===== src/rtl/regfile_wr_arbiter_if.sv =====
// Bundle of the writeback, long-latency and regfile write signals shared by the arbiter.
// The master modport belongs to the surrounding pipeline and the slave modport to the arbiter.
interface regfile_wr_arbiter_if #(
    parameter int REG_ADDR_W = 5,
    parameter int REG_DATA_W = 32,
    parameter int FIFO_DEPTH = 2
);
    logic                          wb_wr_enable;
    logic [REG_ADDR_W-1:0]         wb_wr_addr;
    logic [REG_DATA_W-1:0]         wb_wr_data;
    logic                          wb_stall;
    logic                          lu_valid;
    logic                          lu_ready;
    logic [REG_ADDR_W-1:0]         lu_addr;
    logic [REG_DATA_W-1:0]         lu_data;
    logic                          wr_enable;
    logic [REG_ADDR_W-1:0]         wr_addr;
    logic [REG_DATA_W-1:0]         wr_data;
    logic [$clog2(FIFO_DEPTH):0]   fifo_count;

    modport master (
        output wb_wr_enable, wb_wr_addr, wb_wr_data,
        output lu_valid, lu_addr, lu_data,
        input  wb_stall, lu_ready, wr_enable, wr_addr, wr_data, fifo_count
    );

    modport slave (
        input  wb_wr_enable, wb_wr_addr, wb_wr_data,
        input  lu_valid, lu_addr, lu_data,
        output wb_stall, lu_ready, wr_enable, wr_addr, wr_data, fifo_count
    );
endinterface


===== src/rtl/regfile_wr_arbiter.sv =====
// Shares the regfile write port between writeback (priority) and a queued long-latency unit,
// with a starvation counter that forces a queued write through and stalls writeback.
module regfile_wr_arbiter #(
    parameter int REG_ADDR_W   = 5,
    parameter int REG_DATA_W   = 32,
    parameter int FIFO_DEPTH   = 2,
    parameter int STARVE_LIMIT = 4
) (
    input logic             clk,
    input logic             reset,
    regfile_wr_arbiter_if.slave bus
);
    localparam int PTR_W = $clog2(FIFO_DEPTH);
    localparam int CNT_W = PTR_W + 1;
    localparam int SC_W  = $clog2(STARVE_LIMIT + 1);
    localparam logic [CNT_W-1:0] FULL_CNT   = CNT_W'(FIFO_DEPTH);
    localparam logic [SC_W-1:0]  STARVE_MAX = SC_W'(STARVE_LIMIT);

    logic [REG_ADDR_W-1:0] addrMem_q [FIFO_DEPTH];
    logic [REG_DATA_W-1:0] dataMem_q [FIFO_DEPTH];
    logic [PTR_W-1:0]      rdPtr_q, rdPtr_d;
    logic [PTR_W-1:0]      wrPtr_q, wrPtr_d;
    logic [CNT_W-1:0]      count_q, count_d;
    logic [SC_W-1:0]       starveCnt_q, starveCnt_d;

    logic queueEmpty;
    logic queueFull;
    logic aReq;
    logic forceB;
    logic grantA;
    logic grantB;
    logic push;
    logic pop;

    // Grant decision and regfile drive; everything is suppressed while reset is high.
    always_comb begin
        queueEmpty    = (count_q == '0);
        queueFull     = (count_q == FULL_CNT);
        aReq          = bus.wb_wr_enable && (bus.wb_wr_addr != '0);
        forceB        = !queueEmpty && (starveCnt_q >= STARVE_MAX);
        grantB        = !reset && (forceB || (!aReq && !queueEmpty));
        grantA        = !reset && !forceB && aReq;
        push          = !reset && bus.lu_valid && !queueFull && (bus.lu_addr != '0);
        pop           = grantB;

        bus.lu_ready   = !queueFull;
        bus.wb_stall   = !reset && forceB && aReq;
        bus.fifo_count = count_q;
        bus.wr_enable  = 1'b0;
        bus.wr_addr    = '0;
        bus.wr_data    = '0;
        if (grantB) begin
            bus.wr_enable = 1'b1;
            bus.wr_addr   = addrMem_q[rdPtr_q];
            bus.wr_data   = dataMem_q[rdPtr_q];
        end else if (grantA) begin
            bus.wr_enable = 1'b1;
            bus.wr_addr   = bus.wb_wr_addr;
            bus.wr_data   = bus.wb_wr_data;
        end
    end

    // Queue bookkeeping and the saturating starvation counter.
    always_comb begin
        rdPtr_d     = pop  ? rdPtr_q + 1'b1 : rdPtr_q;
        wrPtr_d     = push ? wrPtr_q + 1'b1 : wrPtr_q;
        count_d     = count_q;
        starveCnt_d = starveCnt_q;
        case ({push, pop})
            2'b10:   count_d = count_q + CNT_W'(1);
            2'b01:   count_d = count_q - CNT_W'(1);
            default: count_d = count_q;
        endcase
        if (queueEmpty || grantB) begin
            starveCnt_d = '0;
        end else if (starveCnt_q < STARVE_MAX) begin
            starveCnt_d = starveCnt_q + SC_W'(1);
        end
    end

    always_ff @(posedge clk) begin
        if (reset) begin
            rdPtr_q     <= '0;
            wrPtr_q     <= '0;
            count_q     <= '0;
            starveCnt_q <= '0;
        end else begin
            rdPtr_q     <= rdPtr_d;
            wrPtr_q     <= wrPtr_d;
            count_q     <= count_d;
            starveCnt_q <= starveCnt_d;
        end
    end

    // Entry storage needs no reset; only the pointers and count define validity.
    always_ff @(posedge clk) begin
        if (push) begin
            addrMem_q[wrPtr_q] <= bus.lu_addr;
            dataMem_q[wrPtr_q] <= bus.lu_data;
        end
    end
endmodule


===== src/flat_wrapper.sv =====
// flat-port wrapper written by rule: the top's interface ports become plain ports
module regfile_wr_arbiter_flat 
#(
    parameter int REG_ADDR_W   = 5,
    parameter int REG_DATA_W   = 32,
    parameter int FIFO_DEPTH   = 2,
    parameter int STARVE_LIMIT = 4
)
  (clk, reset, bus_wb_wr_enable, bus_wb_wr_addr, bus_wb_wr_data, bus_lu_valid, bus_lu_addr, bus_lu_data, bus_wb_stall, bus_lu_ready, bus_wr_enable, bus_wr_addr, bus_wr_data, bus_fifo_count);
  regfile_wr_arbiter_if #(.REG_ADDR_W(REG_ADDR_W), .REG_DATA_W(REG_DATA_W), .FIFO_DEPTH(FIFO_DEPTH)) bus_i ();
  input logic clk;
  input logic reset;
  input wire logic [$bits(bus_i.wb_wr_enable)-1:0] bus_wb_wr_enable;
  input wire logic [$bits(bus_i.wb_wr_addr)-1:0] bus_wb_wr_addr;
  input wire logic [$bits(bus_i.wb_wr_data)-1:0] bus_wb_wr_data;
  input wire logic [$bits(bus_i.lu_valid)-1:0] bus_lu_valid;
  input wire logic [$bits(bus_i.lu_addr)-1:0] bus_lu_addr;
  input wire logic [$bits(bus_i.lu_data)-1:0] bus_lu_data;
  output wire logic [$bits(bus_i.wb_stall)-1:0] bus_wb_stall;
  output wire logic [$bits(bus_i.lu_ready)-1:0] bus_lu_ready;
  output wire logic [$bits(bus_i.wr_enable)-1:0] bus_wr_enable;
  output wire logic [$bits(bus_i.wr_addr)-1:0] bus_wr_addr;
  output wire logic [$bits(bus_i.wr_data)-1:0] bus_wr_data;
  output wire logic [$bits(bus_i.fifo_count)-1:0] bus_fifo_count;
  assign bus_i.wb_wr_enable = bus_wb_wr_enable;
  assign bus_i.wb_wr_addr = bus_wb_wr_addr;
  assign bus_i.wb_wr_data = bus_wb_wr_data;
  assign bus_i.lu_valid = bus_lu_valid;
  assign bus_i.lu_addr = bus_lu_addr;
  assign bus_i.lu_data = bus_lu_data;
  assign bus_wb_stall = bus_i.wb_stall;
  assign bus_lu_ready = bus_i.lu_ready;
  assign bus_wr_enable = bus_i.wr_enable;
  assign bus_wr_addr = bus_i.wr_addr;
  assign bus_wr_data = bus_i.wr_data;
  assign bus_fifo_count = bus_i.fifo_count;
  regfile_wr_arbiter #(.REG_ADDR_W(REG_ADDR_W), .REG_DATA_W(REG_DATA_W), .FIFO_DEPTH(FIFO_DEPTH), .STARVE_LIMIT(STARVE_LIMIT)) u_core (.clk(clk), .reset(reset), .bus(bus_i));
endmodule

===== config.mk =====
export PLATFORM = sky130hd
export DESIGN_NAME = regfile_wr_arbiter_flat
export DESIGN_NICKNAME = d
export VERILOG_FILES = /design/src/rtl/regfile_wr_arbiter_if.sv /design/src/rtl/regfile_wr_arbiter.sv /design/src/flat_wrapper.sv
export SDC_FILE = /design/constraint.sdc
export NUM_CORES = 1
export LEC_CHECK = 0
export CORE_ASPECT_RATIO = 1.75
export CORE_UTILIZATION = 29
export DETAILED_ROUTE_END_ITERATION = 7
export PLACE_DENSITY = 0.63
export RECOVER_POWER = 50
export SYNTH_ARGS = -nofsm -noshare
export SYNTH_HDL_FRONTEND = slang
export SYNTH_SLANG_ARGS = --single-unit

===== constraint.sdc =====
create_clock -name clk -period 7.2 [get_ports clk]
set_clock_uncertainty 0.05 [all_clocks]
set_input_delay 1.44 -clock clk [delete_from_list [all_inputs] [get_ports clk]]
set_output_delay 1.44 -clock clk [all_outputs]
set_load 0.005 [all_outputs]

# == Word level (Yosys, flattened, before mapping) ==
# Memory sizes are Yosys's and may differ from the RTL's. A register that Yosys moved wholly into a read port is not among the register bits.
# Index checks and enable logic that the tools add are counted.
# totals
output_inout_bits,42
wordCells,52
mem_count,2
ramBits,74
ff_bits,7
in_bits,78
# op_classes
add_sub_neg,5
reduce_logical,23
order_cmp,2
n_mux,13
n_eq_ne,3
# mem_list
name,words,word_bits,rd,rd_clocked_by_memory_dff,wr,line,text
u_core.dataMem_q,2,32,1,1,1,regfile_wr_arbiter.sv:20,logic [REG_DATA_W-1:0] dataMem_q [FIFO_DEPTH];
u_core.addrMem_q,2,5,1,1,1,regfile_wr_arbiter.sv:19,logic [REG_ADDR_W-1:0] addrMem_q [FIFO_DEPTH];
# ops
op,count
32-bit two-way mux,2
1-bit logical AND,11
5-bit two-way mux,2
5-bit nonzero test,2
1-bit two-way mux,8
1-bit logical NOT,5
2-bit == test (second input constant),2
2-bit one-hot mux with 2 select lines,1
3-bit by 1-bit adder with 3-bit output (second input constant),1
3-bit greater-or-equal comparator (second input constant),1
3-bit < comparator (second input constant),1
1-bit adder (second input constant),2
2-bit by 1-bit adder with 2-bit output (second input constant),1
2-bit by 1-bit == test with 1-bit output (second input constant),1
2-bit logical NOT,1
1-bit logical OR,2
2-bit nonzero test,1
2-bit OR reduction,1
2-bit by 1-bit subtractor with 2-bit output (second input constant),1

# == Logic depth before layout (Yosys ltp) ==
# Gate-level depths: netlist (run 1).
# logic_depth
ltp_word,8
mapped_depth,9

# == Worst setup path before layout (run 1) ==
# Ideal clock, no wire load.
# synth_timing
kind,input-to-reg
start,input port reset
end,"memory u_core.addrMem_q[0][0], enable pin"
required_time_ns,6.719
arrival_time_ns,3.504
path_stages,4
setup_ns,0.431
setup_slack_ns,3.215
cell_sequence,clkbuf_1 > inv_1 > o2111ai_4 > nor2_1
# synth_via
elab_chain_cells,6
# synth_lines
element,line,text
from (decl),flat_wrapper.sv:12,input logic reset;
1-bit logical NOT,regfile_wr_arbiter.sv:43,push = !reset && bus.lu_valid && !queueFull && (bus.lu_addr != '0);
1-bit logical AND (3 in a row),regfile_wr_arbiter.sv:43,
1-bit two-way mux,regfile_wr_arbiter.sv:97,if (push) begin
1-bit two-way mux (not written as such),regfile_wr_arbiter.sv:98,addrMem_q[wrPtr_q] <= bus.lu_addr;
to (decl),regfile_wr_arbiter.sv:19,
# No other way between the ends.

# == Worst setup path after layout (run 1) ==
# layout_timing
start,input port bus_wb_wr_addr[2]
end,output port bus_wr_addr[3]
# layout_via
elab_chain_cells,7
word_cells_on_any_way,9
# layout_lines
element,line,text
from (decl),flat_wrapper.sv:14,input wire logic [$bits(bus_i.wb_wr_addr)-1:0] bus_wb_wr_addr;
5-bit nonzero test (*),regfile_wr_arbiter.sv:39,aReq = bus.wb_wr_enable && (bus.wb_wr_addr != '0);
1-bit logical AND (*),regfile_wr_arbiter.sv:39,
1-bit logical NOT,regfile_wr_arbiter.sv:41,grantB = !reset && (forceB || (!aReq && !queueEmpty));
1-bit logical AND,regfile_wr_arbiter.sv:41,
1-bit logical OR,regfile_wr_arbiter.sv:41,
1-bit logical AND,regfile_wr_arbiter.sv:41,
5-bit two-way mux (*),regfile_wr_arbiter.sv:52,if (grantB) begin
to (decl),flat_wrapper.sv:22,output wire logic [$bits(bus_i.wr_addr)-1:0] bus_wr_addr;
# Every way passes the cells marked *; elsewhere a longest branch is shown, timed or not.

==> metrics.csv, run 1 <==
stage;metric;value;unit
critical_path;worst-path cell chain;dlygate4sd3_1 -> nor3_1 -> a21bo_1 -> o211ai_4 -> mux2i_1 -> clkdlybuf4s50_1;
placement;post-DP HPWL;5.46;mm
critical_path;CP max stage cell;o211ai_4;
critical_path;Req. time, crit path;5710;ps
clock_network;clk slew on worst S/H paths;50;ps
route;final wirelength;7.81;mm
clock_network;Worst-Skew Late Latency;330;ps
global_route;GRT Residual Overflow;0;
yosys;top cell type by total area after synthesis;edfxtp_1;
timing;Final Hold Fails;0;
route;Via Count;2218;
die;Initial Util;29.8;%
yosys;Synth Instances;209;
power;Pleak;1.68;nW
yosys;Yosys top cell area share;64.8;%
critical_path;CP arrival;4180;ps
clock_network;TritonCTS buffer count;9;
critical_path;Worst setup EP type;output port;
timing;min Tclk post-route;5680;ps
die;die area;0.0123;sq mm
route;vias per std cell;4.72;
clock_network;# Post-CTS Setup Buffers;0;
cells_and_area;Nets;409;
clock_network;hold buffer count at cts;0;
critical_path;delay of the slowest critical-path stage;950;ps
critical_path;crit-path max FO;40;
route;DRC;10;
die;row cnt;52;
die;Die H;146;microns
yosys;Post-Syn Area;0.00343;sq mm
timing;final slew viol count;76;
global_route;first-pass GRT wire length;12.2;mm
hold_path;worst min path class;register to register;
clock_network;CTS tree;built;
clock_network;H-tree levels;3;
die;Die X;84.2;microns
cells_and_area;filler cell count;1076;
yosys;Yosys cell types;29;
global_route;largest net degree at the start of global routing;41;
timing;period utilization;78.8;%
route;DR iter-0 viols;65;
yosys;main area contributors after synthesis;edfxtp_1 (65%), mux2i_1 (13%), o2bb2ai_1 (8.2%), dfxtp_1 (4.7%), buf_2 (1.2%);
timing;Slew @ Worst Pin;3340;ps
cells_and_area;fin util;43.7;%
route;drt first pass iters;6;
route;wire per inst;16.6;microns
timing;RSZ-0062 raised after global routing;false;
placement;Final Wtd Congestion;0.705;
timing;headroom to the max-slew limit;-123;%
cells_and_area;layout cells sized above 1;6.01;%
critical_path;Buf/Inv on CP;2;
global_route;initial antenna violation count;2;
die;IO Pins;120;
power;maximum VDD drop;0.132;mV
critical_path;CP Launch Type;input port;
global_route;vias in the first global route;2442;
outcome;status;complete, but fails checks;
clock_network;Longest Clk Path Bufs;2;
outcome;failing checks;design-rule violations, max-capacitance violations, max-slew violations;
yosys;sequential share of the synthesized area;69.5;%
die;Core Box Area;0.0115;sq mm
yosys;#FFs+latches synth;82;
route;Final ANT Viol Nets;0;
timing;Peak Freq;176;MHz
cells_and_area;Layout area overhead;46.7;%
yosys;syn avg cell area;16.4;sq um
job;maxcap violations;2;
power;pwr dens;230;mW/mm^2
clock_network;Root Buffer;clkbuf_16;
timing;Final TNS setup;0;ps
clock_network;TritonCTS Sinks;82;
critical_path;CP delay by family, top;compound AO/OA/AOI/OAI gates;
global_route;Total GRT Usage;13.5;%
yosys;Post-Syn Nets;289;
placement;Port Buffer Count;119;
yosys;warnings from Yosys;0;
critical_path;crit path kind;input port to output port;
timing;Setup Viol. Count Final;0;
clock_network;post-cts resize count;0;
-- worst register-to-register path, stage by stage, from the launching register on --
cell       delay [ps]
dfxtp_1           440
nand2b_1          170
o2111ai_1         230
nor2_1           2510
-- cells by family after synthesis --
logic type,Yosys count,share of synthesized area (%)
muxes,43,12.6
and+or+nand+nor,23,3.54
xor gates and xnor gates,3,0.766
AOI/OAI and AO/OA,40,10.9
adders and majority gates,2,0.730
buffers and inverters,16,2.04
DFF,82,69.5
-- cell usage after synthesis --
cell and instances:
edfxtp_1 74, mux2i_1 43, o2bb2ai_1 32, buf_2 8, dfxtp_1 8, nand2_1 6
nor2_1 5, clkbuf_1 4, inv_1 4, and2_1 2, ha_1 2, nand2b_1 2
nor3_1 2, xnor2_1 2, a211oi_2 1, a21bo_2 1, a21oi_1 1, a311oi_2 1
nor2_2 1, nor2b_1 1, nor4_1 1, nor4b_1 1, o2111ai_4 1, o211ai_1 1
o211ai_2 1, o21ai_0 1, or3_1 1, or4_4 1, xor2_1 1
-- worst paths after layout --
path                                          startpoint                      end  slack [ps]  cells past startpoint
worst max register to register  u_core.bus.fifo_count[0]  u_core.dataMem_q[1][13]        3320                      3
worst min-delay path               u_core.starveCnt_q[0]    u_core.starveCnt_q[0]         370                      1
worst max-delay path                   bus_wb_wr_addr[2]           bus_wr_addr[3]        1530                      6
worst min register to register     u_core.starveCnt_q[0]    u_core.starveCnt_q[0]         370                      1
-- sequential cells by signal (all words and copies together), names as in the netlist, named ones only --
register and cells:
u_core.dataMem_q 64, u_core.starveCnt_q 3, u_core.wrPtr_q 1, u_core.bus.fifo_count 2
u_core.rdPtr_q 1, u_core.addrMem_q 10
-- cells in the final DEF, fill, tap and decap left out, types with 4 or more instances in the layout --
master / n
clkbuf_16: 9
clkdlybuf4s50_1: 77
dfxtp_1: 7
dlygate4sd3_1: 42
edfxtp_1: 74
inv_1: 4
mux2i_1: 43
nand2_1: 6
nor2_1: 5
o2bb2ai_1: 32
-- layout make-up --
class                      count  area (sq um)  area share, %
inverter                       4          15.0          0.298
clock buffer                  11           233           4.63
clock inverter                 4          43.8          0.870
antenna                        2          5.00         0.0995
timing repair buffer         121          1210           24.0
sequential                    82          2380           47.4
multi-input combinational    111           976           19.4
tap                          135           169           3.36
-- stage by stage --
step	setup slack, ps	cell area [sq um]	hold WS (ps)	total power [W]	cells
6_report	1530	5030	367	0.00116	470
5_1_grt	1360	5030	390	0.00121	470
4_1_cts	1580	5060	372	0.00119	468
3_5_place_dp	1580	4780	365	0.000755	453
3_3_place_gp	1720	4780	359	0.000750	453
2_1_floorplan	3210	3430	348	0.000646	209
-- per-layer routing --
layer  GRT usage [%]  wire length, microns
met1            13.1                  2690
met3            2.21                   308
met5               0                     0
met2            25.5                  4620
met4            8.97                   193
-- power by group --
group	switching, W	total, W	internal (W)
registers	0.0000124	0.000558	0.000546
clock network	0.000158	0.000422	0.000264
logic	0.0000760	0.000176	0.000100
No activity file was read; power rests on OpenSTA's default activity.
==> run 2, diff against run 1 <==
PLACE_DENSITY = 0.65   (was 0.63)
clock period = 4.96 ns   (was 7.2 ns; I/O delays follow)
==> metrics.csv, run 2 (synthesized netlist as in run 1, its figures left out) <==
stage;metric;value;unit;change
outcome;status;complete, but fails checks;;unchanged
outcome;failing checks;design-rule violations, max-capacitance violations, max-slew violations;;unchanged
clock_network;H-tree levels;3;;unchanged
timing;period utilization;90.1;%;
cells_and_area;filler cell count;1043;;was 1076
clock_network;Longest Clk Path Bufs;2;;unchanged
route;DRC;13;;was 10
clock_network;TritonCTS buffer count;9;;unchanged
power;maximum VDD drop;0.158;mV;was 0.132 mV
power;sequential power share;47.9;%;was 48.3%
route;DR iter-0 viols;70;;was 65
clock_network;CTS tree;built;;unchanged
critical_path;CP arrival;3430;ps;was 4180 ps
critical_path;Req. time, crit path;3920;ps;was 5710 ps
route;wire per inst;16.7;microns;was 16.6 microns
power;Pleak;1.71;nW;was 1.68 nW
critical_path;Worst setup EP type;output port;;unchanged
route;drt first pass iters;6;;unchanged
clock_network;Root Buffer;clkbuf_16;;unchanged
global_route;Total GRT Usage;14.0;%;was 13.5%
cells_and_area;max reg flops;64;;unchanged
global_route;initial antenna violation count;1;;was 2
cells_and_area;biggest regs;u_core.dataMem_q: 64 flops, u_core.addrMem_q: 10 flops, u_core.starveCnt_q: 3 flops;;unchanged
critical_path;CP Launch Type;input port;;unchanged
clock_network;Worst-Skew Late Latency;330;ps;about the same
global_route;GRT Residual Overflow;0;;unchanged
timing;Final Hold Fails;0;;unchanged
cells_and_area;Layout area overhead;48.7;%;was 46.7%
timing;final slew viol count;23;;was 76
route;Final ANT Viol Nets;0;;unchanged
route;Via Count;2270;;was 2218
die;Die H;146;microns;unchanged
timing;Slew @ Worst Pin;2010;ps;was 3340 ps
clock_network;# Post-CTS Setup Buffers;0;;unchanged
route;final wirelength;7.97;mm;was 7.81 mm
power;clock share of power;37.0;%;was 36.5%
power;Comb power frac;15.1;%;was 15.3%
route;vias per std cell;4.75;;was 4.72
critical_path;crit path kind;input port to output port;;unchanged
placement;Port Buffer Count;119;;unchanged
die;Core Box Area;0.0115;sq mm;unchanged
timing;min Tclk post-route;4470;ps;
placement;Final Wtd Congestion;0.742;;was 0.705
cells_and_area;most common cell after layout, fill and taps aside;clkdlybuf4s50_1;;unchanged
clock_network;TritonCTS Sinks;82;;unchanged
job;maxcap violations;1;;was 2
cells_and_area;layout cells sized above 1;8.19;%;was 6.01%
cells_and_area;leading cell types in the layout, fill and taps excluded;clkdlybuf4s50_1 (78), edfxtp_1 (74), mux2i_1 (43), dlygate4sd3_1 (41), o2bb2ai_1 (32);;was clkdlybuf4s50_1 (77), edfxtp_1 (74), mux2i_1 (43), dlygate4sd3_1 (42), o2bb2ai_1 (32)
power;pwr dens;334;mW/mm^2;was 230 mW/mm^2
timing;Final TNS setup;0;ps;unchanged
power;Psw;0.000376;W;was 0.000246 W
global_route;largest net degree at the start of global routing;25;;was 41
power;switch share;22.1;%;was 21.3%
die;IO Pins;120;;unchanged
global_route;vias in the first global route;2425;;was 2442
clock_network;clk slew on worst S/H paths;50;ps;about the same
power;P_int;0.00133;W;was 0.000910 W
global_route;first-pass GRT wire length;12.7;mm;was 12.2 mm
placement;worst slack, placed;597;ps;was 1580 ps
cells_and_area;Largest Register;u_core.dataMem_q;;unchanged
timing;headroom to the max-slew limit;-34.6;%;was -123%
die;die area;0.0123;sq mm;unchanged
critical_path;crit-path max FO;13;;was 40
timing;RSZ-0062 raised after global routing;false;;unchanged
cells_and_area;Nets;417;;was 409
hold_path;worst min path class;register to register;;unchanged
timing;Setup Viol. Count Final;0;;unchanged
timing;Peak Freq;224;MHz;
placement;post-DP HPWL;5.95;mm;was 5.46 mm
die;Die X;84.2;microns;unchanged
clock_network;post-cts resize count;0;;unchanged
clock_network;hold buffer count at cts;0;;unchanged
die;Initial Util;29.8;%;unchanged
die;row cnt;52;;unchanged
timing;setup ws final;491;ps;was 1530 ps
[run 2: changes by cell type in the layout (fill, tap and decap cells not counted), sizes merged]
cell           change
buf                +7
clkdlybuf4s50      +1
clkinv             +1
diode              -1
dlygate4sd3        -1
inv                +1
[run 2: stage by stage]
step / cell area (sq um) / power, W / hold slack (ps) / instances / utilization [%]
after CTS: 5130 / 0.00174 / 389 / 477 / 44.5
after detailed placement: 4840 / 0.00110 / 380 / 461 / 42.0
after global routing: 5100 / 0.00178 / 434 / 478 / 44.3
final: 5100 / 0.00170 / 386 / 478 / 44.3
after floorplan: 3430 / 0.000938 / 348 / 209 / -
after global placement: 4840 / 0.00109 / 359 / 461 / 42.0
[run 2: path summary, 6_finish.rpt]
| check | startpoint | endpoint | slack (ps) | cells past startpoint |
|---|---|---|---|---|
| setup / recovery | reset | bus_wr_addr[0] | 490 | 7 |
| hold / removal | u_core.starveCnt_q[0] | u_core.starveCnt_q[0] | 390 | 1 |
| setup reg to reg | u_core.bus.fifo_count[0] | u_core.dataMem_q[1][26] | 1710 | 4 |
| hold reg to reg | u_core.starveCnt_q[0] | u_core.starveCnt_q[0] | 390 | 1 |
[run 2: cell type report]
cell class | instances | area, sq um | area share [%]
Clock buffer | 10 | 229 | 4.49
Timing Repair Buffer | 129 | 1260 | 24.8
Multi-Input combinational cell | 111 | 983 | 19.3
Clock inverter | 6 | 55.1 | 1.08
Inverter | 4 | 15.0 | 0.294
Antenna cell | 1 | 2.50 | 0.0491
Sequential cell | 82 | 2380 | 46.7
Tap cell | 135 | 169 | 3.31
[run 2: worst max-delay path, stage by stage]
cell and delay (ps):
dlygate4sd3_1 520, clkbuf_1 380, inv_1 250, o211ai_4 250, buf_4 290, mux2i_1 200, clkdlybuf4s50_1 540
[run 2: layer usage]
metal / vias to the layer above / part of all wire (%) / track usage (%)
met2: 59 / 57 / 26.0
met4: 0 / 2.9 / 7.50
li1: 1088 / - / -
met5: - / 0 / 0
met3: 15 / 4.2 / 3.35
met1: 1108 / 36 / 14.3
[run 2: power groups by stage]
stage / logic (W) / clock network [W] / registers [W]
3_5_place_dp: 0.000271 / 0 / 0.000830
3_3_place_gp: 0.000266 / 0 / 0.000828
6_report: 0.000257 / 0.000630 / 0.000814
5_1_grt: 0.000279 / 0.000677 / 0.000819
2_1_floorplan: 0.000124 / 0 / 0.000815
4_1_cts: 0.000272 / 0.000649 / 0.000815
